**config.mk**
```make
export PLATFORM = sky130hd
export DESIGN_NAME = mem_port_arbiter
export DESIGN_NICKNAME = d
export VERILOG_FILES = /design/src/rtl/mem_port_arbiter.sv
export SDC_FILE = /design/constraint.sdc
export NUM_CORES = 1
export LEC_CHECK = 0
export CORE_MARGIN = 5
export CORE_UTILIZATION = 42
export DETAILED_ROUTE_END_ITERATION = 10
export PLACE_DENSITY = 0.94
export RECOVER_POWER = 100
export SLEW_MARGIN = 20
export SYNTH_ARGS = -nofsm -noshare
export SYNTH_HDL_FRONTEND = slang
export SYNTH_SLANG_ARGS = --single-unit
export TNS_END_PERCENT = 10
```
**constraint.sdc**
```tcl
create_clock -name in_clk -period 5.3 [get_ports in_clk]
set_input_delay 1.06 -clock in_clk [delete_from_list [all_inputs] [get_ports in_clk]]
set_output_delay 1.06 -clock in_clk [all_outputs]
set_load 0.03 [all_outputs]
```
**src/rtl/mem_port_arbiter.sv**
```systemverilog
// Round-robin arbiter that shares one single-ported memory between instruction
// fetch (port 0) and the load/store unit (port 1), with a fixed access latency.
module mem_port_arbiter #(
  parameter int DATA_W      = 32,
  parameter int MEM_LATENCY = 2
) (
  input  logic              in_clk,
  input  logic              in_reset,
  input  logic              in_req_0,
  input  logic [DATA_W-1:0] in_addr_0,
  input  logic [DATA_W-1:0] in_wdata_0,
  input  logic              in_we_0,
  input  logic              in_req_1,
  input  logic [DATA_W-1:0] in_addr_1,
  input  logic [DATA_W-1:0] in_wdata_1,
  input  logic              in_we_1,
  input  logic [DATA_W-1:0] in_mem_rdata,
  output logic              out_mem_en,
  output logic              out_mem_we,
  output logic [DATA_W-1:0] out_mem_addr,
  output logic [DATA_W-1:0] out_mem_wdata,
  output logic              out_sel,
  output logic              out_busy,
  output logic [DATA_W-1:0] out_rdata,
  output logic              out_done_0,
  output logic              out_done_1
);

  typedef enum logic [1:0] {
    IDLE   = 2'd0,
    ACCESS = 2'd1,
    DONE   = 2'd2
  } state_t;

  localparam logic [3:0] LAT = 4'(MEM_LATENCY);

  state_t            state_q, state_d;
  logic [3:0]        count_q, count_d;
  logic              last_grant_q, last_grant_d;
  logic              sel_q, sel_d;
  logic              mem_en_q, mem_en_d;
  logic              mem_we_q, mem_we_d;
  logic [DATA_W-1:0] mem_addr_q, mem_addr_d;
  logic [DATA_W-1:0] mem_wdata_q, mem_wdata_d;
  logic [DATA_W-1:0] rdata_q, rdata_d;
  logic              done_0_q, done_0_d;
  logic              done_1_q, done_1_d;
  logic              winner;

  always_comb begin
    state_d      = state_q;
    count_d      = count_q;
    last_grant_d = last_grant_q;
    sel_d        = sel_q;
    mem_en_d     = mem_en_q;
    mem_we_d     = mem_we_q;
    mem_addr_d   = mem_addr_q;
    mem_wdata_d  = mem_wdata_q;
    rdata_d      = rdata_q;
    done_0_d     = 1'b0;
    done_1_d     = 1'b0;
    // On a tie the port that did not win last time gets the memory.
    winner       = (in_req_0 && in_req_1) ? ~last_grant_q : in_req_1;

    unique case (state_q)
      IDLE: begin
        if (in_req_0 || in_req_1) begin
          sel_d        = winner;
          last_grant_d = winner;
          mem_addr_d   = winner ? in_addr_1  : in_addr_0;
          mem_wdata_d  = winner ? in_wdata_1 : in_wdata_0;
          mem_we_d     = winner ? in_we_1    : in_we_0;
          mem_en_d     = 1'b1;
          count_d      = LAT;
          state_d      = ACCESS;
        end
      end
      ACCESS: begin
        count_d = count_q - 4'd1;
        if (count_q == 4'd1) begin
          if (!mem_we_q) begin
            rdata_d = in_mem_rdata;
          end
          mem_en_d = 1'b0;
          mem_we_d = 1'b0;
          done_0_d = ~sel_q;
          done_1_d = sel_q;
          state_d  = DONE;
        end
      end
      DONE: begin
        state_d = IDLE;
      end
      default: begin
        state_d = IDLE;
      end
    endcase
  end

  always_ff @(posedge in_clk) begin
    if (in_reset) begin
      state_q      <= IDLE;
      count_q      <= 4'd0;
      last_grant_q <= 1'b1;
      sel_q        <= 1'b0;
      mem_en_q     <= 1'b0;
      mem_we_q     <= 1'b0;
      mem_addr_q   <= '0;
      mem_wdata_q  <= '0;
      rdata_q      <= '0;
      done_0_q     <= 1'b0;
      done_1_q     <= 1'b0;
    end else begin
      state_q      <= state_d;
      count_q      <= count_d;
      last_grant_q <= last_grant_d;
      sel_q        <= sel_d;
      mem_en_q     <= mem_en_d;
      mem_we_q     <= mem_we_d;
      mem_addr_q   <= mem_addr_d;
      mem_wdata_q  <= mem_wdata_d;
      rdata_q      <= rdata_d;
      done_0_q     <= done_0_d;
      done_1_q     <= done_1_d;
    end
  end

  assign out_mem_en    = mem_en_q;
  assign out_mem_we    = mem_we_q;
  assign out_mem_addr  = mem_addr_q;
  assign out_mem_wdata = mem_wdata_q;
  assign out_sel       = sel_q;
  assign out_busy      = (state_q != IDLE);
  assign out_rdata     = rdata_q;
  assign out_done_0    = done_0_q;
  assign out_done_1    = done_1_q;

endmodule

```
==> metrics.md, run 1 <==
| Metric | Value |
|---|---|
| Status | `finished with violations` |
| Failing checks | `max-capacitance violations, max-slew violations` |
| Detail Placement HPWL | `11,400 um` |
| Setup_tns | `0 ns` |
| Clock slew at reported path FFs | `0.06 ns` |
| Vias | `4,978` |
| Post-synth EDFFs | `0` |
| Critical path's slowest cell | `clkbuf_1` |
| Total of warnings raised by yosys | `0` |
| # Post-CTS Setup Buffers | `0` |
| Post-CTS Resized | `0` |
| Crit-path max cell delay | `1.33 ns` |
| Logic pwr share | `28.9%` |
| Starting density of the core | `42.5%` |
| Core area | `11,300 um^2` |
| WL final | `15,800 um` |
| Ys async rst share | `0%` |
| Clock skew | `0.00345 ns` |
| Fin worst setup slack | `1.23 ns` |
| # fillers | `872` |
| Largest net degree at the start of global routing | `86` |
| Worst EP required | `5.52 ns` |
| Max Slew Vio Count | `133` |
| Yosys reg bits | `108` |
| Measured slew at the worst slew-check pin | `2.22 ns` |
| Max Buffers Root-to-Sink | `2` |
| Fmax | `246 MHz` |
| Period utilisation layout | `76.8%` |
| DP Worst Slack | `1.94 ns` |
| DRT antenna net count | `0` |
| Layout cells sized above 1 | `2.88%` |
| Final Power | `2.16 mW` |
| Top Ports | `268` |
| Antenna violations before repair | `1` |
| Syn_area_per_cell | `8.55 um^2` |
| First-pass DRT Iterations | `4` |
| Die area | `13,700 um^2` |
| Number of global-route vias before repair | `4,853` |
| Pint | `1.49 mW` |
| Cell row count | `39` |
| Hold Path Class | `register to register` |
| Slew margin rel. | `-47.8%` |
| Clock share of power | `28.4%` |
| Total GRT Usage | `22.2%` |
| Synth Net Count | `731` |
| Critical path arrival | `4.29 ns` |
| Clk root buf | `clkbuf_16` |
| P_sw | `667 uW` |
| Total gr overflow | `0` |
| Static leakage | `3.07 nW` |
| Finished Layout Cells | `941` |
| Inserted Diodes | `0` |
| Die H | `117 um` |
| WL/cell | `16.8 um` |
| Via density | `5.29` |
| Top post-synthesis cells by area | `dfxtp_1 (45%), a311oi_1 (12%), nand2_1 (10%)` |
| Final hold violation count | `0` |
| Seq/Total Area, Yosys | `44.9%` |
| I/O Buffers | `267` |
| Pwr/cell area | `279 nW/um^2` |
| Cell Area, Synth | `4810 um^2` |
| Max-Cap Viols | `3` |
| CP startpoint kind | `input pin` |
| Post-placement cell count | `927` |
| DRC marker count from the first detailed-route iteration | `243` |
| Post-Route Utilization | `68.2%` |
| Critical Path Sink Type | `register` |
| Setup-failing EPs final | `0` |
| First-pass GRT wire length | `23,800 um` |
| Max FO, Critical Path | `41` |
| Post-Syn Instances | `563` |
| Ys flop type | `dfxtp_1` |
| Chip width | `117 um` |
| Clk sink count | `108` |
| Area leader, netlist | `dfxtp_1` |
| Clk_lat worst skew | `0.35 ns` |
| CTS tree | `yes` |
| Total clock buffers created by CTS | `9` |
| Critical path, cell by cell | `dlygate4sd3_1 > a21bo_1 > clkbuf_1 > nand2_1 > a311oi_1` |
| Synth top area share | `44.9%` |
| Maximum VDD drop | `0.284 mV` |
| Sw Ratio | `30.9%` |
| Crit Path Category | `input pin to register` |
| Final worst path period need | `4.07 ns` |
| Layout area overhead | `60.5%` |
| Unique cell type count in the Yosys netlist | `33` |
| RSZ-0062 raised after global routing | `no` |
| Drt drc | `0` |
| Final RePlAce weighted congestion | `0.789` |
| Final nets | `963` |
| Sequential Power Share | `42.7%` |
| Post-CTS Hold Buffers | `0` |
| H-tree depth | `3` |
-- cells in the final DEF (no fill, tap or decap), types with 2 or more instances in the layout --
cell type        netlist  routed
a21oi_1               69      69
a311oi_1              64      64
buf_4                  0       3
clkbuf_1              29       4
clkbuf_16              0       9
clkbuf_2               0       2
clkdlybuf4s50_1        0     164
clkinv_2               0       3
dfxtp_1              108     108
dlygate4sd3_1          0     102
ha_1                   2       2
inv_1                  5       5
mux2i_1               32      32
nand2_1              134     134
nand2b_1              66      66
nor2_1                 4       3
nor2_4                 0       2
nor2b_1                2       2
nor3_1                 2       2
o211ai_1               2       2
o21ai_0                3       3
or3_1                  2       2
-- power groups by stage --
stage / clock [mW] / combinational, mW / sequential, mW
floorplan: 0 / 0.215 / 1.06
global placement: 0 / 0.638 / 0.938
detailed placement: 0 / 0.647 / 0.941
CTS: 0.631 / 0.651 / 0.923
global route: 0.665 / 0.672 / 0.929
finish: 0.612 / 0.624 / 0.921
-- cells by family after synthesis --
group           count (synthesis)  share of synthesized area, %
compound gates                145                          20.7
buf+inv                        58                          5.67
simple gates                  217                          21.3
mux                            32                          6.66
flops                         108                          44.9
fa+ha+maj                       2                         0.520
xor+xnor                        1                         0.182
-- cell type report --
cell class                 instances  area, um^2  share of cell area [%]
clock buffer                      11         243                    3.14
clock inverter                     3        15.0                   0.194
inverter                           5        18.8                   0.243
multi-input combinational        397        2400                    31.0
sequential                       108        2160                    28.0
tap                              143         179                    2.32
timing repair buffer             274        2710                    35.1
-- critical path: cells and delay by family --
| family | cells | cell delay [ns] |
|---|---|---|
| compound gates | 2 | 1.05 |
| simple gates | 1 | 0.15 |
| buf+inv | 2 | 2.01 |
-- state kept, by name, indices dropped and copies added, names as in the netlist, 2 cells and up --
name	count
count_q	4
out_rdata	32
out_mem_wdata	32
state_q	2
out_mem_addr	32
-- per-layer routing --
layer  GRT usage (%)  wire length (um)  vias up
li1                -                 -     2440
met1            23.3              5820     2282
met2            38.8              7810      223
met3            10.8              1760       31
met4            7.72               415        2
met5               0                13        -
-- synth_stat cells (3+ instances only) --
| library cell | number |
|---|---|
| nand2_1 | 134 |
| dfxtp_1 | 108 |
| a21oi_1 | 69 |
| nand2b_1 | 66 |
| a311oi_1 | 64 |
| mux2i_1 | 32 |
| clkbuf_1 | 29 |
| buf_2 | 17 |
| inv_1 | 5 |
| buf_1 | 4 |
| nor2_1 | 4 |
| buf_8 | 3 |
| o21ai_0 | 3 |
-- stage by stage --
step | hold WS (ns) | area, um^2
finish | 0.471 | 7720
global route | 0.485 | 7720
CTS | 0.475 | 7740
detailed placement | 0.460 | 7480
global placement | 0.457 | 7480
floorplan | 0.489 | 4810
-- final timing paths --
check,startpoint,to,slack [ns],cells past startpoint
worst min register to register,out_rdata[17],out_rdata[17],0.47,2
worst min-delay path,out_rdata[17],out_rdata[17],0.47,2
worst max register to register,state_q[1],out_mem_wdata[27],1.70,6
worst max-delay path,in_req_0,out_mem_wdata[12],1.23,5
(Power assumes the default switching activity.)
==> run 2: changes to the inputs <==
Settings changed: CORE_UTILIZATION 42 to 35, PLACE_DENSITY 0.94 to 0.85.
Clock period 5.3 ns to 3.65 ns, I/O delays scaled along.
==> run 2 against run 1 <==
  * The flow still finishes with violations (max-capacitance violations, max-slew violations)
  * Sequential cell count did not move
  * Routed wire length rose by 0.85%
  * Non-clock buffer count rose by 3
  * Utilization fell by 9.2 points
  * Count of clock-buffer cells in the layout did not move
  * Final cell count rose by 3.9%
  * Sequential power rose by 44%
  * Register-to-register slack improved by 0.02 ns
==> metrics.md, run 2 (synthesis results as in run 1) <==
| Metric | Value |
|---|---|
| Post-Route Utilization | `59.0% (was 68.2%)` |
| Clk sink count | `108 (unchanged)` |
| Total GRT Usage | `18.9% (was 22.2%)` |
| Fin worst setup slack | `0.866 ns (was 1.23 ns)` |
| Drt drc | `0 (unchanged)` |
| Slew margin rel. | `-33.9% (was -47.8%)` |
| Final Power | `3.31 mW (was 2.16 mW)` |
| Core area | `13,300 um^2 (was 11,300 um^2)` |
| Commonest non-fill, non-tap cells in the layout | `clkdlybuf4s50_1 (163), nand2_1 (134), dfxtp_1 (108) (was clkdlybuf4s50_1 (164), nand2_1 (134), dfxtp_1 (108))` |
| Max Buffers Root-to-Sink | `2 (unchanged)` |
| Final RePlAce weighted congestion | `0.782 (was 0.789)` |
| Clk root buf | `clkbuf_16 (unchanged)` |
| Crit path max-delay family | `buffers and inverters (unchanged)` |
| Sw Ratio | `29.6% (was 30.9%)` |
| Setup-failing EPs final | `0 (unchanged)` |
| # Post-CTS Setup Buffers | `0 (unchanged)` |
| Number of global-route vias before repair | `4,894 (was 4,853)` |
| Layout area overhead | `63.8% (was 60.5%)` |
| RSZ-0062 raised after global routing | `no (unchanged)` |
| CTS tree | `yes (unchanged)` |
| Inserted Diodes | `0 (unchanged)` |
| Logic pwr share | `27.7% (was 28.9%)` |
| Total gr overflow | `0 (unchanged)` |
| Die H | `127 um (was 117 um)` |
| Critical Path Sink Type | `register (unchanged)` |
| Starting density of the core | `36.0% (was 42.5%)` |
| Hold slack | `0.467 ns (was 0.471 ns)` |
| Most common cell after layout, fill and taps aside | `clkdlybuf4s50_1 (unchanged)` |
| First-pass GRT wire length | `24,600 um (was 23,800 um)` |
| Hold Path Class | `register to register (unchanged)` |
| Clock share of power | `32.1% (was 28.4%)` |
| CP startpoint kind | `input pin (unchanged)` |
| Chip width | `127 um (was 117 um)` |
| # fillers | `1,162 (was 872)` |
| Post-CTS Resized | `0 (unchanged)` |
| Setup_tns | `0 ns (unchanged)` |
| I/O Buffers | `267 (unchanged)` |
| DRT antenna net count | `0 (unchanged)` |
| Layout cells sized above 1 | `3.87% (was 2.88%)` |
| Most frequent CP cell | `clkbuf_2` |
| WL final | `16,000 um (was 15,800 um)` |
| WL/cell | `16.3 um (was 16.8 um)` |
| Crit Path Category | `input pin to register (unchanged)` |
| Clock skew | `0.00716 ns (was 0.00345 ns)` |
| Die area | `16,200 um^2 (was 13,700 um^2)` |
| Top Ports | `268 (unchanged)` |
| Final hold violation count | `0 (unchanged)` |
| Maximum VDD drop | `0.228 mV (was 0.284 mV)` |
| DRC marker count from the first detailed-route iteration | `229 (was 243)` |
| Max-Cap Viols | `1 (was 3)` |
| Fmax | `359 MHz` |
| Total clock buffers created by CTS | `9 (unchanged)` |
| H-tree depth | `3 (unchanged)` |
| Static leakage | `3.13 nW (was 3.07 nW)` |
| Detail Placement HPWL | `11,600 um (was 11,400 um)` |
| Status | `finished with violations (unchanged)` |
| Critical path's slowest cell | `clkbuf_2 (was clkbuf_1)` |
| Met2 WL | `7910 um (was 7810 um)` |
| Length of routed wiring on met1 | `6090 um (was 5820 um)` |
| Max FO, Critical Path | `117 (was 41)` |
| P_sw | `978 uW (was 667 uW)` |
| Vias | `4,937 (was 4,978)` |
| Post-CTS Hold Buffers | `0 (unchanged)` |
| First-pass DRT Iterations | `4 (unchanged)` |
| Clock slew at reported path FFs | `0.07 ns (was 0.06 ns)` |
| Via density | `5.05 (was 5.29)` |
| Critical path, cell by cell | `clkbuf_2 > clkbuf_2 > a311oi_1 (was dlygate4sd3_1 > a21bo_1 > clkbuf_1 > nand2_1 > a311oi_1)` |
| Cell row count | `42 (was 39)` |
| Worst EP required | `3.85 ns (was 5.52 ns)` |
| Critical path arrival | `2.98 ns (was 4.29 ns)` |
| Antenna violations before repair | `0 (was 1)` |
| Top layer used by detailed routing | `met4 (was met5)` |
| Failing checks | `max-capacitance violations, max-slew violations (unchanged)` |
| Crit-path max cell delay | `1.37 ns (was 1.33 ns)` |
| Sequential Power Share | `40.3% (was 42.7%)` |
| WP buf/inv | `2 (unchanged)` |
| Period utilisation layout | `76.3%` |
| Largest net degree at the start of global routing | `118 (was 86)` |
| Final worst path period need | `2.78 ns` |
| Max Slew Vio Count | `118 (was 133)` |
| Measured slew at the worst slew-check pin | `2.01 ns (was 2.22 ns)` |
| Pint | `2.33 mW (was 1.49 mW)` |
| Final nets | `966 (was 963)` |
| Pwr/cell area | `420 nW/um^2 (was 279 nW/um^2)` |
| Clk_lat worst skew | `0.35 ns (about the same)` |
| Met3 wire length | `1620 um (was 1760 um)` |
| DP Worst Slack | `1.04 ns (was 1.94 ns)` |
[run 2: cell types whose count changed in the layout (fill, tap and decap cells not counted), sizes merged]
| cell | before | now |
|---|---|---|
| clkbuf | 16 | 13 |
| clkinvlp | 0 | 1 |
| clkdlybuf4s50 | 164 | 163 |
| buf | 3 | 9 |
| dlygate4sd3 | 102 | 103 |
| bufinv | 0 | 2 |
| clkinv | 3 | 1 |
[run 2: cell type report]
cell class	instances	area [um^2]	area share, %
multi-input combinational	397	2400	30.5
timing repair buffer	277	2750	34.9
sequential	108	2160	27.4
clock buffer	11	253	3.21
tap	176	220	2.79
inverter	5	18.8	0.238
clock inverter	4	72.6	0.921
[run 2: per-stage QoR]
stage	std cells	cell area [um^2]
6_report	978	7880
5_1_grt	978	7880
4_1_cts	978	7880
3_5_place_dp	963	7560
3_3_place_gp	963	7560
2_1_floorplan	563	4810
[run 2: worst paths after layout]
kind,from,endpoint,slack [ns],cells past startpoint
worst max-delay path,in_reset,out_mem_addr[31],0.87,3
worst min-delay path,out_rdata[27],out_rdata[27],0.47,2
worst max register to register,count_q[1],out_rdata[24],1.72,6
worst min register to register,out_rdata[27],out_rdata[27],0.47,2
[run 2: power by group through the flow]
stage	combinational, mW	sequential (mW)	clock (mW)
finish	0.915	1.33	1.06
global route	0.978	1.35	1.14
CTS	0.955	1.34	1.10
detailed placement	0.952	1.36	0
global placement	0.944	1.36	0
floorplan	0.313	1.54	0
[run 2: routing by layer]
layer / GRT usage (%) / vias up
met5: 0 / -
met4: 7.00 / 0
met2: 33.1 / 205
met3: 7.35 / 22
met1: 20.7 / 2262
li1: - / 2448
[run 2: worst min-delay path, stage by stage (launching register included)]
cell and delay [ns]:
dfxtp_1 0.31, nand2b_1 0.06, mux2i_1 0.05
